`src/rtl/flash_line_buffer.sv`:
```
// One-line read buffer between the 6809 bus and the SPI flash read engine.
// Sequential fetches hit the line; a miss stalls the CPU and refills the line by burst.
module flash_line_buffer #(
    parameter int unsigned LINE_BYTES = 8,
    parameter int unsigned ADDR_BITS  = 12,
    parameter logic [23:0] FLASH_BASE = 24'h000000
) (
    input  logic        clk,
    input  logic        reset,
    input  logic        i_cs,
    input  logic        i_RW,
    input  logic [15:0] i_ADDRESS_BUS,
    input  logic        i_flush,
    output logic [7:0]  o_DATA,
    output logic        o_MemoryReady,
    output logic        o_burst_req,
    output logic [23:0] o_burst_addr,
    input  logic        i_byte_valid,
    input  logic [7:0]  i_byte_data,
    output logic        o_wr_ignored
);

    localparam int unsigned OFF_W = $clog2(LINE_BYTES);
    localparam int unsigned TAG_W = 24 - OFF_W;

    typedef enum logic [1:0] {ST_IDLE, ST_FILL, ST_DONE} state_e;

    state_e             state_q;
    logic [7:0]         line_q [LINE_BYTES];
    logic               valid_q;
    logic               flush_pend_q;
    logic               cs_q;
    logic               rw_q;
    logic [15:0]        addr_q;
    logic [TAG_W-1:0]   tag_q;
    logic [OFF_W-1:0]   off_q;
    logic [OFF_W-1:0]   cnt_q;
    logic [7:0]         data_q;
    logic               ready_q;
    logic               req_q;
    logic [23:0]        burst_addr_q;
    logic               wr_ign_q;

    logic [23:0]        faddr;
    logic               new_access;
    logic               hit;
    logic               last_byte;

    assign faddr      = FLASH_BASE + 24'(i_ADDRESS_BUS[ADDR_BITS-1:0]);
    assign new_access = i_cs && (!cs_q || (i_ADDRESS_BUS != addr_q) || (i_RW != rw_q));
    assign hit        = valid_q && (faddr[23:OFF_W] == tag_q);
    assign last_byte  = (cnt_q == OFF_W'(LINE_BYTES - 1));

    // Line storage is pure data; validity is tracked separately, so it needs no reset.
    always_ff @(posedge clk) begin
        if (reset && (state_q == ST_FILL) && i_byte_valid) begin
            line_q[cnt_q] <= i_byte_data;
        end
    end

    always_ff @(posedge clk) begin
        if (!reset) begin
            state_q      <= ST_IDLE;
            valid_q      <= 1'b0;
            flush_pend_q <= 1'b0;
            cs_q         <= 1'b0;
            rw_q         <= 1'b0;
            addr_q       <= 16'h0000;
            tag_q        <= '0;
            off_q        <= '0;
            cnt_q        <= '0;
            data_q       <= 8'h00;
            ready_q      <= 1'b1;
            req_q        <= 1'b0;
            burst_addr_q <= 24'h000000;
            wr_ign_q     <= 1'b0;
        end else begin
            wr_ign_q <= 1'b0;
            case (state_q)
                ST_IDLE: begin
                    cs_q         <= i_cs;
                    flush_pend_q <= 1'b0;
                    if (i_flush) begin
                        valid_q <= 1'b0;
                    end
                    if (new_access) begin
                        addr_q <= i_ADDRESS_BUS;
                        rw_q   <= i_RW;
                        if (!i_RW) begin
                            wr_ign_q <= 1'b1;
                        end else if (hit) begin
                            data_q <= line_q[faddr[OFF_W-1:0]];
                        end else begin
                            valid_q      <= 1'b0;
                            tag_q        <= faddr[23:OFF_W];
                            off_q        <= faddr[OFF_W-1:0];
                            cnt_q        <= '0;
                            burst_addr_q <= {faddr[23:OFF_W], OFF_W'(0)};
                            req_q        <= 1'b1;
                            ready_q      <= 1'b0;
                            state_q      <= ST_FILL;
                        end
                    end
                end
                ST_FILL: begin
                    if (i_flush) begin
                        flush_pend_q <= 1'b1;
                    end
                    if (i_byte_valid) begin
                        cnt_q <= cnt_q + OFF_W'(1);
                        if (last_byte) begin
                            req_q   <= 1'b0;
                            valid_q <= !(flush_pend_q || i_flush);
                            state_q <= ST_DONE;
                        end
                    end
                end
                ST_DONE: begin
                    if (i_flush) begin
                        valid_q <= 1'b0;
                    end
                    data_q       <= line_q[off_q];
                    ready_q      <= 1'b1;
                    flush_pend_q <= 1'b0;
                    state_q      <= ST_IDLE;
                end
                default: begin
                    state_q <= ST_IDLE;
                end
            endcase
        end
    end

    assign o_DATA        = data_q;
    assign o_MemoryReady = ready_q;
    assign o_burst_req   = req_q;
    assign o_burst_addr  = burst_addr_q;
    assign o_wr_ignored  = wr_ign_q;

endmodule

```
`config.mk`:
```
export PLATFORM = sky130hd
export DESIGN_NAME = flash_line_buffer
export DESIGN_NICKNAME = d
export VERILOG_FILES = /design/src/rtl/flash_line_buffer.sv
export SDC_FILE = /design/constraint.sdc
export NUM_CORES = 1
export LEC_CHECK = 0
export ABC_AREA = 1
export BUFFER_PORTS_ARGS = -buffer_cell sky130_fd_sc_hd__clkbuf_2
export CAP_MARGIN = 20
export CORE_MARGIN = 8
export CORE_UTILIZATION = 50
export DETAILED_ROUTE_END_ITERATION = 8
export PLACE_DENSITY = 0.7
export SETUP_SLACK_MARGIN = 0.1
export SLEW_MARGIN = 30
export SYNTH_ARGS = -nofsm -noshare
export SYNTH_HDL_FRONTEND = slang
export SYNTH_SLANG_ARGS = --single-unit
export TNS_END_PERCENT = 100
```
`constraint.sdc`:
```
create_clock -name clk -period 4.91 [get_ports clk]
set_clock_uncertainty 0.15 [all_clocks]
set_input_delay 0.2455 -clock clk [delete_from_list [all_inputs] [get_ports clk]]
set_output_delay 0.2455 -clock clk [all_outputs]
set_load 0.03 [all_outputs]
```
## Yosys cells after proc, flatten, opt, wreduce, memory -nomap -nowiden

Memories as Yosys holds them, arrays and structs flattened. A register that Yosys moved wholly into a read port is not among the register bits.
Index checks and enable logic that the tools add are counted.

- Register bits: 48
- Memory bits (writable): 64
- Bits of input ports: 30
- Output and inout port bits: 35
- Word-level logic and storage cells: 93
- Memories kept: 1

- $add $sub $neg: 1
- Equality and inequality tests: 13
- Mux-type cells: 39
- Bitwise gates (word level): 1
- Reductions and logical operators: 25

Memory list:

| memory | words | width | read ports | clocked after memory_dff | wr ports | RTL line | source |
|---|---|---|---|---|---|---|---|
| line_q | 8 | 8 | 2 | 1 | 1 | 29 | `logic [7:0] line_q [LINE_BYTES];` |

Operator list:

| operator | number |
|---|---|
| 8-bit 2-to-1 mux | 3 |
| 1-bit 2-to-1 mux | 18 |
| 3-bit 2-to-1 mux | 6 |
| 16-bit inequality test | 1 |
| 8-bit one-hot mux with 2 select lines | 1 |
| 2-bit inequality test (second input constant) | 7 |
| 4-bit AND reduction | 3 |
| 2-bit 2-to-1 mux | 5 |
| 5-bit AND reduction | 2 |
| 9-bit == test | 1 |
| 1-bit one-hot mux with 2 select lines | 3 |
| 3-bit one-hot mux with 2 select lines | 1 |
| 3-bit AND reduction | 2 |
| 6-bit AND reduction | 1 |
| 2-bit nonzero test | 3 |
| 1-bit logical AND | 4 |
| 2-bit one-hot mux with 2 select lines | 1 |
| 2-bit AND reduction | 2 |
| 3-bit by 1-bit adder with 3-bit output (second input constant) | 1 |
| 3-bit == test (second input constant) | 1 |
| 1-bit logical OR | 3 |
| 1-bit one-hot mux with 3 select lines | 1 |
| 3-bit nonzero test | 1 |
| 2-bit by 1-bit == test with 1-bit output (second input constant) | 1 |
| other kinds (6) | 7 |

## Depth between registers and ports, before layout

- Depth in word-level cells: 7
- Mapped depth: 15
- Depth with buffers taken out: 14

## Worst setup path after synthesis

Ideal clock, no wire load.

- Kind: register to register
- Start point: register state_q[1]
- End point: memory line_q[0][0], enable pin
- Library setup time: 0.370 ns
- Arrival time: 1.482 ns
- Path slack: 2.907 ns
- Cell stages (with the launch flop): 7
- Path buffers: 0
- Path through: dfxtp_1 > inv_1 > ha_1 > inv_1 > nor3_1 > nand2_1 > nor2_1

- Word-level cells in the longest chain between the ends: 5

Ends and longest elaborated chain:

| element | RTL line | source |
|---|---|---|
| start, declared | 28 | `state_e state_q;` |
| start signal, assigned | 63 | `state_q <= ST_IDLE;` |
| start signal, assigned | 101 | `state_q <= ST_FILL;` |
| start signal, assigned | 114 | `state_q <= ST_DONE;` |
| 2-bit by 1-bit == test with 1-bit output | 56 | `if (reset && (state_q == ST_FILL) && i_byte_valid) begin` |
| 1-bit logical AND (2 in a row) | 56 |  |
| 1-bit 2-to-1 mux | 56 |  |
| 1-bit 2-to-1 mux (not written as such) | 57 | `line_q[cnt_q] <= i_byte_data;` |
| end, declared | 29 |  |

Every way passes these cells.

## Final worst setup path

- Start point: register state_q[1]
- End point: memory line_q[1][7], enable pin

The elaborated chain is that of the path after synthesis.

==> results_dict.tcl <==
set metrics [dict create \
    start_kind "register" \
    cts_resized 0 \
    grt_first_pass_wirelength_mm 23.9 \
    cap_violations 0 \
    path_common_cell "inv_1" \
    hp-class "input port to register" \
    rsz0062_at_grt "no" \
    ys.flop_type "edfxtp_1" \
    yosys.area_share.adder_pct 1.29 \
    initial_utilization_pct 51.1 \
    relSlewSlack_pct 34.7 \
    yosysWarnings 0 \
    grt_pass1_vias 4658 \
    hold_depth 1 \
    antennaDiodeCount 0 \
    cts_max_level 4 \
    vias_per_cell 5.42 \
    cts_hold_buf 7 \
    dpl_cell_area_um2 6030 \
    fin_crit_sh_pct 52.2 \
    cts.sinks 115 \
    path_buf_inv 2 \
    setup_viol 0 \
    dr.pass1.iters 6 \
    vias 5008 \
    min_period_ns 2.56 \
    wl_mm 15.2 \
    reg2reg_from "state_q[1]" \
    end_kind "register" \
    yosys.area_share.simple_pct 22.4 \
    clk-insertion-delay-late_ns 0.42 \
    powerDensity_nw_per_um2 490 \
    gp_congestion 0.965 \
    ant_nets 0 \
    synth_xor_area_share_pct 1.20 \
    r2r_cells 6 \
    final_hold_viol_count 0 \
    ys_ff_latch 115 \
    io_buffers 49 \
    hold_end "line_q[4][4]" \
    ys_seq_area_share_pct 50.4 \
    path_delay_family "simple AND/OR/NAND/NOR gates" \
    worstHoldStart "i_byte_data[4]" \
    grt_util_all_layers_pct 20.4 \
    tritoncts "built" \
    n_fill_cell 995 \
    core_area_um2 11400 \
    synth_compound_area_share_pct 14.2 \
    cts_made_buffers 17 \
    crit_arrival_ns 2.46 \
    slowest_stage "nor2_1" \
    syn_inst 728 \
    cpPeakStageDelay_ns 0.56 \
    post-route-util_pct 58.6 \
    clockRootBuffer "clkbuf_16" \
    dp_hpwl_mm 10.5 \
    yosysMostFrequentCell "nand2_1" \
    synth_top_area_share_pct 32.9 \
    cp_max_fo 8 \
    fmax_mhz 390 \
    reg2reg_slack_ns 2.35 \
    avgSynthCellArea_um2 8.02 \
    drive_above_1_share_pct 12.3 \
    synth_area_um2 5840 \
    area_growth_syn_to_layout_pct 14.7 \
    antenna_found_initial 0 \
    path_cells "inv_1, ha_1, inv_1, nor3_1, nand2_1, nor2_1" \
    ios 65 \
    synth_cell_types 33 \
    drv_slew 0 \
    status "finished, final reports clean" \
    vdd_drop_max_mv 0.395 \
    final_area_um2 6700 \
    critPathKind "register to register" \
    drt_iter0_drc 763 \
    synth_top_cell_by_area "edfxtp_1" \
    path_clk_slew_ns 0.06 \
    die_area_um2 15400 \
    synth-edff-count 64 \
    nets 804 \
    synthArstFlopShare_pct 0 \
    drc 0 \
    r2r_end "line_q[1][7]" \
    fp.dieH_um 124 \
    setup_tns_ns 0 \
    synth_commonest_cells "nand2_1, nor2_1, inv_1" \
    fp-row-count 39 \
    muxShareOfSynthArea_pct 0 \
    wire_per_inst_um 16.5 \
    worstMarginPinSlew_ns 0.978 \
    clockBufferDepth 2 \
    overflow 0 \
    synth_area_leaders "edfxtp_1, dfxtp_1, nand2_1" \
    grt_max_degree 46 \
    cts_post_setup_buffers_inserted 0 \
    required_ns 4.81 \
    power_mw 3.28 \
    p_leak_nw 2.82 \
    synth_top_family_by_area "simple AND/OR/NAND/NOR gates" \
    die_x_um 124 \
]
-- worst register-to-register path, stage by stage (launching register included) --
cell and delay (ns):
dfxtp_1 0.33, inv_1 0.10, ha_1 0.30, inv_1 0.16, nor3_1 0.39, nand2_1 0.22, nor2_1 0.56
-- through the flow --
stage / setup WS, ns / cells / hold WS [ns]
detailed placement: 2.04 / 885 / 0.312
CTS: 2.34 / 924 / 0.00124
floorplan: 2.91 / 742 / 0.194
global placement: 2.07 / 885 / 0.304
global route: 2.12 / 924 / 0.0204
finish: 2.35 / 924 / 0.00373
-- cell families after synthesis --
family | count (synthesis)
AND/OR/NAND/NOR | 317
AO/OA/AOI/OAI | 146
buffers and inverters | 135
flip-flops | 115
XOR/XNOR | 8
adder cells (fa/ha/maj) | 6
other | 1
-- state kept, by name, indices dropped and copies added (netlist names), named ones only --
signal,cells
line_q,64
flush_pend_q,1
cs_q,1
addr_q,16
valid_q,1
o_MemoryReady,1
o_DATA,8
cnt_q,3
rw_q,1
o_wr_ignored,1
o_burst_req,1
o_burst_addr,9
off_q,3
state_q,2
-- final cells by class --
class                      count  area, um^2  area share, %
timing repair buffer          57         323           4.82
sequential                   115        2940           44.0
clock inverter                14         163           2.43
multi-input combinational    492        2340           34.9
inverter                      85         319           4.77
clock buffer                  18         429           6.41
tap                          143         179           2.67
-- report_power, final --
part / internal [mW] / switching [mW]
registers: 1.13 / 0.0895
logic: 0.259 / 0.574
clock network: 0.792 / 0.435
-- per-layer routing --
metal  global-route usage, %  wire [um]  part of all wire, %  vias to the layer above
li1                        -          -                    -                     2446
met1                    25.8       6650                   44                     2299
met2                    32.0       6920                   46                      229
met3                    4.81       1140                  7.5                       34
met4                    10.5        490                  3.2                        0
met5                       0          0                    0                        -
-- worst max-delay path by stage --
stage                              end  cells past startpoint  startpoint  slack (ns)
after floorplan           line_q[0][0]                      6  state_q[1]        2.91
after global placement    line_q[5][3]                      5       reset        2.07
after detailed placement  line_q[1][1]                      5       reset        2.04
after CTS                 line_q[1][7]                      6  state_q[1]        2.34
after global routing      line_q[1][7]                      6  state_q[1]        2.12
final                     line_q[1][7]                      6  state_q[1]        2.35
-- cells in the final DEF, fill, tap and decap left out, types with 7 or more instances in the layout --
cell type,count
inv_1,76
nand3_1,39
clkbuf_16,17
a21oi_1,58
o21ai_0,52
nor2_1,94
inv_2,8
o31ai_1,8
dfxtp_1,51
dlygate4sd3_1,7
o211ai_1,20
xnor2_1,8
clkbuf_2,49
edfxtp_1,64
conb_1,15
nand2_1,168
Power figures use the tool's default switching activity.
